==> src/rtl/ahb_pkg.sv <==
// Shared AHB-Lite encodings used by the decoder and its default slave.
package ahb_pkg;

    typedef enum logic [1:0] {
        HTRANS_IDLE   = 2'b00,
        HTRANS_BUSY   = 2'b01,
        HTRANS_NONSEQ = 2'b10,
        HTRANS_SEQ    = 2'b11
    } htrans_t;

    localparam logic HRESP_OKAY  = 1'b0;
    localparam logic HRESP_ERROR = 1'b1;

    typedef enum logic [1:0] {
        DS_IDLE = 2'b00,
        DS_ERR1 = 2'b01,
        DS_ERR2 = 2'b10
    } ds_state_t;

endpackage

==> src/rtl/ahb_default_slave.sv <==
// Default slave: answers active transfers to unmapped space with the
// two-cycle AHB ERROR response, and everything else with zero-wait OKAY.
module ahb_default_slave
    import ahb_pkg::*;
(
    input  logic       HCLK,
    input  logic       HRESETn,
    input  logic       hready,
    input  logic       hsel_def,
    input  logic [1:0] htrans,
    output logic       def_hreadyout,
    output logic       def_hresp
);

    ds_state_t state_q;
    logic      trans_active;
    logic      active;

    // Only NONSEQ/SEQ transfers that are accepted on the bus start an error.
    always_comb begin
        trans_active = (htrans == HTRANS_NONSEQ) || (htrans == HTRANS_SEQ);
        active       = hready & hsel_def & trans_active;
    end

    // Error FSM with registered HREADYOUT/HRESP; ERR1 always proceeds to ERR2.
    always_ff @(posedge HCLK) begin
        if (!HRESETn) begin
            state_q       <= DS_IDLE;
            def_hreadyout <= 1'b1;
            def_hresp     <= HRESP_OKAY;
        end else begin
            unique case (state_q)
                DS_IDLE, DS_ERR2: begin
                    if (active) begin
                        state_q       <= DS_ERR1;
                        def_hreadyout <= 1'b0;
                        def_hresp     <= HRESP_ERROR;
                    end else begin
                        state_q       <= DS_IDLE;
                        def_hreadyout <= 1'b1;
                        def_hresp     <= HRESP_OKAY;
                    end
                end
                DS_ERR1: begin
                    state_q       <= DS_ERR2;
                    def_hreadyout <= 1'b1;
                    def_hresp     <= HRESP_ERROR;
                end
                default: begin
                    state_q       <= DS_IDLE;
                    def_hreadyout <= 1'b1;
                    def_hresp     <= HRESP_OKAY;
                end
            endcase
        end
    end

endmodule

==> src/rtl/ahb_decoder.sv <==
// AHB-Lite address decoder: one-hot address-phase selects, registered
// data-phase selects for the response mux, and the default slave.
module ahb_decoder
    import ahb_pkg::*;
#(
    parameter int unsigned    AW    = 32,
    parameter logic [AW-1:0]  BASE0 = 32'h0000_0000,
    parameter logic [AW-1:0]  MASK0 = 32'hF000_0000,
    parameter logic [AW-1:0]  BASE1 = 32'h1000_0000,
    parameter logic [AW-1:0]  MASK1 = 32'hF000_0000,
    parameter logic [AW-1:0]  BASE2 = 32'h2000_0000,
    parameter logic [AW-1:0]  MASK2 = 32'hF000_0000,
    parameter logic [AW-1:0]  BASE3 = 32'h3000_0000,
    parameter logic [AW-1:0]  MASK3 = 32'hF000_0000
) (
    input  logic          HCLK,
    input  logic          HRESETn,
    input  logic [AW-1:0] haddr,
    input  logic [1:0]    htrans,
    input  logic          hready,
    output logic [3:0]    hsel,
    output logic          hsel_def,
    output logic [3:0]    dp_sel,
    output logic          dp_sel_def,
    output logic          def_hreadyout,
    output logic          def_hresp
);

    logic [3:0] match;

    // Raw region matches; overlaps are resolved below.
    always_comb begin
        match[0] = (haddr & MASK0) == BASE0;
        match[1] = (haddr & MASK1) == BASE1;
        match[2] = (haddr & MASK2) == BASE2;
        match[3] = (haddr & MASK3) == BASE3;
    end

    // Lowest matching index wins so hsel is one-hot or zero; decode ignores htrans.
    always_comb begin
        hsel = '0;
        if (match[0])      hsel[0] = 1'b1;
        else if (match[1]) hsel[1] = 1'b1;
        else if (match[2]) hsel[2] = 1'b1;
        else if (match[3]) hsel[3] = 1'b1;
        hsel_def = ~|hsel;
    end

    // Data-phase select advances only on accepted transfers; reset selects the
    // default slave so the muxed HREADY is high out of reset.
    always_ff @(posedge HCLK) begin
        if (!HRESETn) begin
            dp_sel     <= '0;
            dp_sel_def <= 1'b1;
        end else if (hready) begin
            dp_sel     <= hsel;
            dp_sel_def <= hsel_def;
        end
    end

    ahb_default_slave u_def (
        .HCLK          (HCLK),
        .HRESETn       (HRESETn),
        .hready        (hready),
        .hsel_def      (hsel_def),
        .htrans        (htrans),
        .def_hreadyout (def_hreadyout),
        .def_hresp     (def_hresp)
    );

endmodule

==> config.mk <==
export PLATFORM = sky130hd
export DESIGN_NAME = ahb_decoder
export DESIGN_NICKNAME = d
export VERILOG_FILES = /design/src/rtl/ahb_pkg.sv /design/src/rtl/ahb_default_slave.sv /design/src/rtl/ahb_decoder.sv
export SDC_FILE = /design/constraint.sdc
export NUM_CORES = 1
export LEC_CHECK = 0
export CORE_MARGIN = 5
export CORE_UTILIZATION = 23
export CTS_CLUSTER_SIZE = 10
export DETAILED_ROUTE_END_ITERATION = 6
export GPL_TIMING_DRIVEN = 0
export PLACE_DENSITY = 0.81
export REMOVE_ABC_BUFFERS = 1
export SLEW_MARGIN = 40
export SYNTH_ARGS = -nofsm -noshare
export SYNTH_HDL_FRONTEND = slang
export SYNTH_SLANG_ARGS = --single-unit
==> constraint.sdc <==
create_clock -name HCLK -period 1 [get_ports HCLK]
set_input_delay 0.25 -clock HCLK [delete_from_list [all_inputs] [get_ports HCLK]]
set_output_delay 0.25 -clock HCLK [all_outputs]
set_load 0.01 [all_outputs]
==> results.sh, run 1 <==
export IMPL_power_density_nw_per_um2=1203
export IMPL_wirelength_mm=1.053
export IMPL_grt_overflow=0
export IMPL_violations="setup timing"
export IMPL_timing_final_crit_share=1.080
export IMPL_synth_area_leaders="dfxtp_1 50%, nor4b_2 8.3%, a22o_1 7.3%, and3b_1 4.8%, nor2b_1 3.5%"
export IMPL_period_needed_ps=1080
export IMPL_worst_pin_slew_ps=257.7
export IMPL_synth_area_leader_cell="dfxtp_1"
export IMPL_grt_total_usage=0.08626
export IMPL_drt_pass1_iterations=4
export IMPL_coreArea_um2=1506
export IMPL_cts_tree="done"
export IMPL_timing_fmax_mhz=926.0
export IMPL_avgViaCountPerCell=4.697
export IMPL_cts_hold_buffers=0
export IMPL_insertion_delay_ps=250
export IMPL_cts_sinks=9
export IMPL_antenna_left=0
export IMPL_synth_area_um2=361.6
export IMPL_wl_per_cell_um=13.86
export IMPL_synth_top_area_share=0.4983
export IMPL_internal_power_uw=603.2
export IMPL_path_class="input port to output port"
export IMPL_finalHoldViolCount=0
export IMPL_vias=357
export IMPL_end_kind="output port"
export IMPL_ys_seq_area_frac=0.4983
export IMPL_finalSetupViolations=4
export IMPL_worst_path_max_delay_cell="nor4b_4"
export IMPL_start_util=0.2400
export IMPL_diodes=0
export IMPL_critPathLaunchType="input port"
export IMPL_io_pins=49
export IMPL_hold_ws_ps=257.4
export IMPL_crit_path_cell_trace="buf_12 -> nor4b_4 -> buf_2"
export IMPL_clock_skew_ps=0.1919
export IMPL_ctsRootBufferMaster="clkbuf_4"
export IMPL_grt_pass1_vias=360
export IMPL_rsz0062_at_grt="true"
export IMPL_grt_pass1_wl_mm=1.683
export IMPL_final_cells=76
export IMPL_dp_cells=67
export IMPL_grt_max_degree=9
export IMPL_status="complete, but fails checks"
export IMPL_synthDistinctLibCells=18
export IMPL_switchingPower_uw=193.2
export IMPL_ir_worst_vdd_uv=498.1
export IMPL_yosys_warnings=0
export IMPL_slew_headroom=0.8282
export IMPL_cts_buffer_depth=2
export IMPL_die_y_um=49.65
export IMPL_die_area_um2=2465
export IMPL_clkTransAtPathRegs_ps=70
export IMPL_portBuffers=19
export IMPL_setup_ws_ps=-79.97
export IMPL_final_nets=98
export IMPL_synth_avg_cell_area_um2=11.30
export IMPL_swShare=0.2426
export IMPL_tns_ps=-233.0
export IMPL_drc_errors=0
export IMPL_maxCapViolations=0
export IMPL_path_max_fanout=5
export IMPL_arrival_ps=830
export IMPL_ys_ff_latch=9
export IMPL_drv_slew=0
export IMPL_cp_buffers_inverters=2
export IMPL_critPathMaxStageDelay_ps=280
export IMPL_hold_path_class="input port to flop"
export IMPL_drt_iter0_drc=5
export IMPL_numCtsBuffers=3
export IMPL_grt_antenna_before_repair=0
export IMPL_netlist_instances=32
export IMPL_fin_util=0.4394
export IMPL_htree_levels=1
export IMPL_leakagePower_nw=0.3239
export IMPL_power_frac_seq=0.469
export IMPL_place_congestion=0.6448
export IMPL_fp_dieW_um=49.65
export IMPL_dp_hpwl_um=690.8
export IMPL_cp_data_required_time_ps=750
export IMPL_synthToLayoutAreaGrowth_pct=83.04
export IMPL_clkPwrFrac=0.350
export IMPL_layout_drive_gt1_share=0.5333
export IMPL_crit_family="buffers and inverters"
export IMPL_row_count=14
export IMPL_combPwrFrac=0.181
## per-stage QoR
stage / total power, mW / setup slack [ps] / cell area [µm²]
final: 0.7964 / -79.97 / 661.9
after global routing: 0.8369 / -116.4 / 661.9
after CTS: 0.7902 / -84.53 / 620.6
after detailed placement: 0.4944 / -1092 / 571.8
after global placement: 0.4924 / -1081 / 571.8
after floorplan: 0.4152 / 47.73 / 361.6
## cells in the mapped netlist
master / count
a41o_1: 1
and2b_1: 1
o21bai_1: 1
o21ai_0: 1
nor4_2: 1
and2_2: 1
nor4b_2: 2
a22o_1: 3
or2_1: 1
dfxtp_1: 9
nand3_1: 1
nand2b_1: 1
nor2_1: 2
and3b_1: 2
and3_2: 1
nor2b_1: 2
nand4b_1: 1
inv_1: 1
## worst paths after layout
| path | cells after the start | slack (ps) | to | from |
|---|---|---|---|---|
| max reg2reg | 2 | 120 | u_def.def_hreadyout$_SDFF_PN1_ | u_def.state_q[0]$_SDFF_PN0_ |
| min reg2reg | 2 | 500 | dp_sel_def$_SDFFE_PN1P_ | dp_sel_def$_SDFFE_PN1P_ |
| min | 2 | 260 | dp_sel[3]$_SDFFE_PN0P_ | haddr[28] |
| max | 3 | -80 | hsel[1] | haddr[31] |
## power by group through the flow
stage	Clock (mW)	Sequential (mW)	Combinational, mW
floorplan	0	0.385	0.0297
global placement	0	0.381	0.111
detailed placement	0	0.381	0.113
CTS	0.286	0.373	0.131
global route	0.310	0.374	0.153
finish	0.279	0.373	0.144
## cell usage in the layout, fill, tap and decap left out
cell type	n
buf_2	10
dfxtp_1	8
buf_6	4
buf_4	4
a22o_1	3
clkbuf_4	3
buf_12	3
nor4b_4	2
and3b_1	2
nor2b_1	2
dlygate4sd2_1	2
nor4_4	1
nor2_4	1
inv_2	1
and3_4	1
nand4b_1	1
nor2_1	1
and2_2	1
a41o_1	1
o21ai_0	1
nand2b_1	1
nand3_1	1
o21bai_1	1
or2_1	1
and2b_1	1
clkbuf_1	1
dfxtp_2	1
dlymetal6s2s_1	1
## state kept, by name (all words and copies together), names as in the netlist
| register | count |
|---|---|
| dp_sel | 4 |
| dp_sel_def | 1 |
| u_def.def_hreadyout | 1 |
| u_def.def_hresp | 1 |
| u_def.state_q | 2 |
## cells by family after synthesis
logic type             Yosys count  synth area share
AND/OR/NAND/NOR                 16            0.3564
buffers and inverters            1           0.01037
AO/OA/AOI/OAI                    6            0.1350
flip-flops                       9            0.4983
## routing by layer
metal	part of all wire	routed length [µm]	GRT usage	vias to the layer above
li1	-	-	-	173
met3	0.081	85	0.04217	2
met1	0.42	438	0.1004	165
met2	0.48	501	0.1356	17
met4	0.026	27	0.03057	0
met5	0	0	0	-
## layout make-up
cell class              count  area, µm²
clock buffers               4      26.28
repair buffers             24      215.2
flip-flops and latches      9      181.4
inverters                   1      3.754
fillers                   146      844.6
well taps                  16      20.02
multi-input cells          22      215.2
## what timing repair did
item / 4_1_cts / 5_1_grt
endpoints found under the setup margin: 19 / 7
pin swaps: 5 / 5
resized for setup: 90 / 6
setup buffers: 2 / 3
(Power assumes the default switching activity.)
==> inputs of run 2 (changes only) <==
- CORE_UTILIZATION: 23 -> 25
- PLACE_DENSITY: 0.81 -> 0.87
- clock period: 1 -> 1.3 ns (I/O delays scaled with it)
==> results.sh, run 2 (synthesis gave the netlist of run 1 again) <==
export IMPL_dp_cells=66
export IMPL_wirelength_um=946
export IMPL_drv_slew=0
export IMPL_timing_final_crit_share=0.9839
export IMPL_power_density_nw_per_um2=953.1
export IMPL_path_max_fanout=5
export IMPL_drc_errors=0
export IMPL_switchingPower_uw=143.3
export IMPL_end_kind="output port"
export IMPL_arrival_ps=950
export IMPL_finalHoldViolCount=0
export IMPL_layout_drive_gt1_share=0.3729
export IMPL_dpl_instance_area_um2=570.5
export IMPL_grt_overflow=0
export IMPL_combPwrFrac=0.162
export IMPL_fillCellCount=141
export IMPL_portBuffers=19
export IMPL_reg_top3="dp_sel (4), u_def.state_q (2)"
export IMPL_grt_pass1_vias=328
export IMPL_cp_endpoint="hsel[2]"
export IMPL_antenna_left=0
export IMPL_drt_pass1_iterations=2
export IMPL_status="completed"
export IMPL_period_needed_ps=1279
export IMPL_cp_buffers_inverters=2
export IMPL_grt_pass1_wl_mm=1.421
export IMPL_min_from="haddr[28]"
export IMPL_worst_path_max_delay_cell="nor4b_4"
export IMPL_fp_dieW_um=48.03
export IMPL_r2r_end="u_def.def_hreadyout$_SDFF_PN1_"
export IMPL_worst_pin_slew_ps=253.7
export IMPL_final_nets=97
export IMPL_diodes=0
export IMPL_grt_max_degree=9
export IMPL_avgViaCountPerCell=4.743
export IMPL_hold_path_class="input port to flop"
export IMPL_coreArea_um2=1334
export IMPL_layout_common_cells="9 x dfxtp_1, 7 x dlygate4sd2_1, 6 x buf_4"
export IMPL_r2r_slack_ps=430
export IMPL_crit_path_start="haddr[30]"
export IMPL_io_pins=49
export IMPL_synthToLayoutAreaGrowth_pct=72.66
export IMPL_power_frac_seq=0.482
export IMPL_critPathLaunchType="input port"
export IMPL_grt_antenna_before_repair=0
export IMPL_cp_depth=3
export IMPL_maxCapViolations=0
export IMPL_path_class="input port to output port"
export IMPL_crit_family="buffers and inverters"
export IMPL_crit_path_cell_trace="buf_4 -> nor4b_4 -> buf_2"
export IMPL_insertion_delay_ps=260
export IMPL_top_register="dp_sel"
export IMPL_min_path_cells=2
export IMPL_cts_hold_buffers=0
export IMPL_swShare=0.2408
export IMPL_reg2reg_depth=2
export IMPL_place_congestion=0.6659
export IMPL_internal_power_uw=451.8
export IMPL_wl_per_cell_um=12.78
export IMPL_final_cells=74
export IMPL_slew_headroom=0.8303
export IMPL_multi_input_area_um2=211.5
export IMPL_cts_sinks=9
export IMPL_largest_reg_flops=4
export IMPL_leakagePower_nw=0.3045
export IMPL_clock_skew_ps=5.918
export IMPL_grt_total_usage=0.09304
export IMPL_cp_data_required_time_ps=980
export IMPL_final_common_cell="dfxtp_1"
export IMPL_clkPwrFrac=0.356
export IMPL_ir_worst_vdd_uv=636.3
export IMPL_die_area_um2=2307
export IMPL_row_count=13
export IMPL_critPathMaxStageDelay_ps=300
export IMPL_dp_hpwl_um=668.8
export IMPL_die_y_um=48.03
export IMPL_timing_fmax_mhz=781.8
export IMPL_finalSetupViolations=0
export IMPL_clkTransAtPathRegs_ps=60
export IMPL_numCtsBuffers=3
export IMPL_rsz0062_at_grt="false"
export IMPL_rr_startpoint="u_def.state_q[0]$_SDFF_PN0_"
export IMPL_start_util=0.2711
export IMPL_stdcell_area_um2=624.3
export IMPL_vias=351
export IMPL_drt_iter0_drc=1
export IMPL_htree_levels=1
export IMPL_cts_buffer_depth=2
export IMPL_ctsRootBufferMaster="clkbuf_4"
export IMPL_cts_tree="done"
export IMPL_seq_area_um2=180.2
==> run 2: cell type report <==
class,count,share of cell area
Multi-Input combinational cell,22,0.3387
Sequential cell,9,0.2886
Clock buffer,4,0.04208
Inverter,1,0.006012
Tap cell,15,0.03006
Timing Repair Buffer,23,0.2946
==> run 2: timing repair <==
| item | CTS | global route |
|---|---|---|
| setup endpoints to repair | 12 | 2 |
| cloned | 0 | 0 |
| resized for setup | 53 | 7 |
| pin swaps | 4 | 2 |
| buffers inserted | 2 | 2 |
==> run 2: power by group through the flow <==
stage          registers [mW]  clock network (mW)  logic (mW)
3_5_place_dp            0.294                   0      0.0869
5_1_grt                 0.288               0.234       0.103
2_1_floorplan           0.297                   0      0.0228
6_report                0.287               0.212      0.0963
3_3_place_gp            0.293                   0      0.0856
4_1_cts                 0.287               0.223      0.0897
==> run 2: worst reg2reg max path: cells and delay by family (launching register included) <==
kind / cells / cell delay (ps)
flip-flops: 1 / 310
AND/OR/NAND/NOR: 2 / 460
==> run 2: per-stage QoR <==
stage | setup TNS [ps] | setup WS, ps | utilization | total power, mW | hold WS (ps)
2_1_floorplan | 0 | 197.7 | - | 0.3194 | 396.8
3_3_place_gp | -4977 | -928.1 | 0.4278 | 0.3787 | 469.4
3_5_place_dp | -5178 | -949.5 | 0.4278 | 0.3804 | 484.7
4_1_cts | 0 | 4.667 | 0.4522 | 0.5998 | 417.9
5_1_grt | 0 | 1.471 | 0.4681 | 0.6247 | 353.6
6_report | 0 | 20.95 | 0.4681 | 0.5951 | 354.1
==> run 2: how the worst min path moves through the flow <==
stage	to	slack [ps]
4_1_cts	dp_sel_def$_SDFFE_PN1P_	420
5_1_grt	dp_sel[3]$_SDFFE_PN0P_	350
6_report	dp_sel[3]$_SDFFE_PN0P_	350
3_3_place_gp	dp_sel_def$_SDFFE_PN1P_	470
3_5_place_dp	dp_sel_def$_SDFFE_PN1P_	480
2_1_floorplan	dp_sel_def$_SDFFE_PN1P_	400
==> run 2: layer usage <==
metal  GRT usage  up-vias  part of all wire
met4     0.01613        0                 0
li1            -      174                 -
met2      0.1609       12              0.50
met1     0.09091      165              0.40
met5           0        -                 0
met3     0.06767        0             0.094
